<file path="src/rtl/mar_arbiter.sv">
// rtl/mar_arbiter.sv - Round-robin arbiter sequencing fetch and data accesses onto the shared MAR
module mar_arbiter #(
    parameter int ADDR_W  = 15,
    parameter int TIMEOUT = 8
) (
    input  logic              clk,
    input  logic              rst,
    input  logic              if_req,
    input  logic [ADDR_W-1:0] if_addr,
    output logic              if_gnt,
    output logic              if_done,
    input  logic              dt_req,
    input  logic [ADDR_W-1:0] dt_addr,
    output logic              dt_gnt,
    output logic              dt_done,
    output logic              err,
    output logic [ADDR_W-1:0] mar_addr,
    output logic              mar_we,
    output logic              mar_re,
    input  logic              mem_ready
);

    // Counter only has to represent 0..TIMEOUT-1; the final increment is the exit itself.
    localparam int CW = (TIMEOUT < 2) ? 1 : $clog2(TIMEOUT);

    typedef enum logic [1:0] {IDLE, LOAD, ACCESS, RESP} state_t;
    typedef enum logic {OWN_IF, OWN_DT} owner_t;

    state_t            state;
    owner_t            owner;
    owner_t            last_owner;
    logic [ADDR_W-1:0] addr_q;
    logic [CW-1:0]     cnt;
    logic              pick_dt;
    logic              own_dt;

    // Data wins only when fetch is idle or fetch was the previous owner.
    assign pick_dt  = dt_req && (!if_req || last_owner == OWN_IF);
    assign own_dt   = (owner == OWN_DT);
    assign mar_addr = addr_q;

    always_ff @(posedge clk or posedge rst) begin
        if (rst) begin
            state      <= IDLE;
            owner      <= OWN_IF;
            last_owner <= OWN_DT;
            addr_q     <= '0;
            cnt        <= '0;
            if_gnt     <= 1'b0;
            dt_gnt     <= 1'b0;
            if_done    <= 1'b0;
            dt_done    <= 1'b0;
            err        <= 1'b0;
            mar_we     <= 1'b0;
            mar_re     <= 1'b0;
        end else begin
            if_gnt  <= 1'b0;
            dt_gnt  <= 1'b0;
            if_done <= 1'b0;
            dt_done <= 1'b0;
            err     <= 1'b0;
            mar_we  <= 1'b0;
            mar_re  <= 1'b0;
            case (state)
                IDLE: begin
                    if (if_req || dt_req) begin
                        owner      <= pick_dt ? OWN_DT : OWN_IF;
                        last_owner <= pick_dt ? OWN_DT : OWN_IF;
                        addr_q     <= pick_dt ? dt_addr : if_addr;
                        if_gnt     <= !pick_dt;
                        dt_gnt     <= pick_dt;
                        mar_we     <= 1'b1;
                        state      <= LOAD;
                    end
                end
                LOAD: begin
                    cnt    <= '0;
                    if_gnt <= !own_dt;
                    dt_gnt <= own_dt;
                    mar_re <= 1'b1;
                    state  <= ACCESS;
                end
                ACCESS: begin
                    if (mem_ready) begin
                        if_done <= !own_dt;
                        dt_done <= own_dt;
                        err     <= 1'b0;
                        state   <= RESP;
                    end else if (cnt == CW'(TIMEOUT - 1)) begin
                        if_done <= !own_dt;
                        dt_done <= own_dt;
                        err     <= 1'b1;
                        state   <= RESP;
                    end else begin
                        cnt    <= cnt + 1'b1;
                        if_gnt <= !own_dt;
                        dt_gnt <= own_dt;
                        mar_re <= 1'b1;
                    end
                end
                RESP: begin
                    state <= IDLE;
                end
                default: begin
                    state <= IDLE;
                end
            endcase
        end
    end

endmodule

</file>
<file path="config.mk">
export PLATFORM = sky130hd
export DESIGN_NAME = mar_arbiter
export DESIGN_NICKNAME = d
export VERILOG_FILES = /design/src/rtl/mar_arbiter.sv
export SDC_FILE = /design/constraint.sdc
export NUM_CORES = 1
export LEC_CHECK = 0
export ABC_AREA = 1
export BUFFER_PORTS_ARGS = -buffer_cell sky130_fd_sc_hd__buf_4
export CORE_MARGIN = 2
export CORE_UTILIZATION = 35
export CTS_CLUSTER_DIAMETER = 80
export DETAILED_ROUTE_END_ITERATION = 16
export PLACE_DENSITY = 0.72
export SLEW_MARGIN = 20
export SYNTH_ARGS = -nofsm -noshare
export SYNTH_HDL_FRONTEND = slang
export SYNTH_SLANG_ARGS = --single-unit
</file>
<file path="constraint.sdc">
create_clock -name clk -period 1.6 [get_ports clk]
set_clock_uncertainty 0.05 [all_clocks]
set_input_delay 0.16 -clock clk [delete_from_list [all_inputs] [get_ports clk]]
set_output_delay 0.16 -clock clk [all_outputs]
set_load 0.01 [all_outputs]
</file>
==> results_dict.tcl <==
set metrics [dict create \
    mostFrequentLayoutCell "nand2_1" \
    rr_startpoint "cnt[0]$_DFFE_PP0P_" \
    crit_family "simple AND/OR/NAND/NOR gates" \
    wl_mm 3.29 \
    dpl_cell_area_mm2 0.00198 \
    path_max_fanout 5 \
    drtIter0Drc 43 \
    nets 295 \
    cts_made_buffers 5 \
    clock_path_buffers 2 \
    fillers 403 \
    grt_pass1_wl_mm 5.62 \
    num_vias 1347 \
    setup_viol 0 \
    critPathCaptureType "register" \
    p_seq_frac 0.352 \
    worst-path-buf-inv 1 \
    slowest_stage "dfrtp_1" \
    diodes 0 \
    synth.distinct_cells 20 \
    synthCells 188 \
    fmax_mhz 681 \
    cts_max_level 2 \
    p_leak_uw 0.00119 \
    syn_area_per_cell_um2 7.98 \
    drc 0 \
    synth-seq-cells 29 \
    pwr-share-clk 0.185 \
    netlist_area_mm2 0.00150 \
    grt_max_degree 30 \
    hold_path_class "input pin to register" \
    grt_pass1_vias 1295 \
    min_from "dt_addr[3]" \
    firstDrtPassIters 4 \
    tightest_slew_ns 0.414 \
    finalMaxSlewViolations 0 \
    arrival_ns 1.63 \
    antenna_left 0 \
    clock-sinks 29 \
    antenna_found_initial 0 \
    timing.final.crit_period_ns 1.47 \
    p_sw_frac 0.381 \
    post-route-util 0.520 \
    pin_count 57 \
    grt_usage 0.146 \
    final_cell_mix "nand2_1 (67), buf_4 (61), dfrtp_1 (28), inv_1 (26), nor2_1 (23)" \
    crit_path_start_kind "register" \
    syn_nets 230 \
    via_per_inst 4.43 \
    place_congestion 0.773 \
    pwr-share-comb 0.463 \
    clk_pin_slew_ns 0.06 \
    wl_per_cell_um 10.8 \
    rows 23 \
    max_slew_margin 0.723 \
    crit_chain "ha_1, ha_2, inv_1, nand3_2, or2_2, nand2_1" \
    max-cap-violations 0 \
    io_buffers 56 \
    grt_overflow 0 \
    ctsRootBufferMaster "clkbuf_8" \
    layout-drive-gt1-share 0.346 \
    netSwitchingPower_uw 1350 \
    area_delta_synth_final_pct 40.6 \
    hpwlAfterDp_mm 2.45 \
    crit_type "register to register" \
    vdd_drop_max_mv 0.679 \
    regArea_um2 727 \
    ys_seq_area_frac 0.485 \
    start_util 0.370 \
    core_area_mm2 0.00406 \
    critPathLaunch "cnt[0]$_DFFE_PP0P_" \
    status "finished, final reports clean" \
    max_stage_delay_ns 0.39 \
    cts_tree "yes" \
    finalHoldViolations 0 \
    fin_crit_sh 0.917 \
    p_int_uw 2190 \
    die_height_um 69.5 \
    dieArea_mm2 0.00483 \
    yosys_warnings 0 \
    pwr_density_cell_mw_per_mm2 1680 \
    fin_area_mm2 0.00211 \
    fp.dieW_um 69.5 \
    clock_latency_ns 0.28 \
    crit_required_ns 1.76 \
    multiInputGateArea_um2 631 \
]
==> synthesized netlist by cell type (all sizes together) <==
| cell | n | area, um^2 |
|---|---|---|
| nor2 | 24 | 92.6 |
| or2 | 1 | 6.26 |
| nand2 | 68 | 258 |
| dfstp | 1 | 26.3 |
| nand3 | 4 | 20.0 |
| inv | 28 | 108 |
| o21ai | 20 | 145 |
| a21oi | 1 | 5.00 |
| buf | 5 | 45.0 |
| ha | 7 | 87.6 |
| nand4 | 1 | 6.26 |
| dfrtp | 28 | 701 |
==> tightest hold or removal path, stage by stage <==
cell and delay, ns:
buf_4 0.08, nor2_1 0.04, o21ai_2 0.11
==> routing by layer <==
metal | part of all wire | up-vias | global-route usage
met2 | 0.49 | 41 | 0.253
li1 | - | 695 | -
met1 | 0.43 | 607 | 0.163
met4 | 0.018 | 0 | 0.0719
met5 | 0 | - | 0
met3 | 0.061 | 4 | 0.0422
==> worst paths after layout <==
path	end	slack, ns	cells after the start
worst max register to register	cnt[0]$_DFFE_PP0P_	0.13	6
max in group asynchronous	last_owner$_DFFE_PP1P_	0.73	4
worst min register to register	last_owner$_DFFE_PP1P_	0.42	2
worst min-delay path	mar_addr[3]$_DFFE_PP0P_	0.09	3
min in group asynchronous	err$_DFF_PP0_	0.45	4
worst max-delay path	cnt[0]$_DFFE_PP0P_	0.13	6
==> logic make-up after synthesis <==
| logic type | count (synthesis) | synth area share |
|---|---|---|
| DFF | 29 | 0.485 |
| and+or+nand+nor | 98 | 0.255 |
| adders and majority gates | 7 | 0.0584 |
| AOI/OAI and AO/OA | 21 | 0.100 |
| buffers and inverters | 33 | 0.102 |
==> registers in the layout (all words and copies together) (netlist names) <==
signal,flops
state,2
dt_gnt,1
mar_we,1
if_gnt,1
own_dt,1
if_done,1
mar_addr,15
mar_re,1
dt_done,1
last_owner,1
err,1
cnt,3
==> power by group through the flow <==
stage	logic [uW]	clock network (uW)	registers, uW
final	1640	654	1250
after global routing	1860	709	1290
after CTS	1640	675	1250
after detailed placement	1640	0	1260
after global placement	1580	0	1250
after floorplan	895	0	1340
==> final cells by class <==
class                      count  area share
clock inverter                 1     0.00237
timing repair buffer          63       0.227
tap                           50      0.0297
multi-input combinational    126       0.299
inverter                      28      0.0522
sequential                    29       0.345
clock buffer                   7      0.0457
==> metrics by stage <==
| stage | hold WS [ns] | std cells | setup slack (ns) | setup TNS, ns | power, uW |
|---|---|---|---|---|---|
| 2_1_floorplan | 0.176 | 188 | 0.195 | 0 | 2240 |
| 3_3_place_gp | 0.206 | 294 | 0.142 | 0 | 2830 |
| 3_5_place_dp | 0.213 | 294 | 0.0712 | 0 | 2900 |
| 4_1_cts | 0.0801 | 304 | 0.0493 | 0 | 3570 |
| 5_1_grt | 0.0858 | 304 | -0.0158 | -0.0158 | 3850 |
| 6_report | 0.0894 | 304 | 0.133 | 0 | 3540 |
==> repair_timing <==
| item | in CTS | in global routing |
|---|---|---|
| hold endpoints to repair | 29 | 0 |
| endpoints found under the setup margin | 0 | 12 |
| hold buffers | 2 | 0 |
| buffers inserted | 0 | 0 |
| gates resized for setup | 0 | 5 |
(Power assumes the default switching activity.)
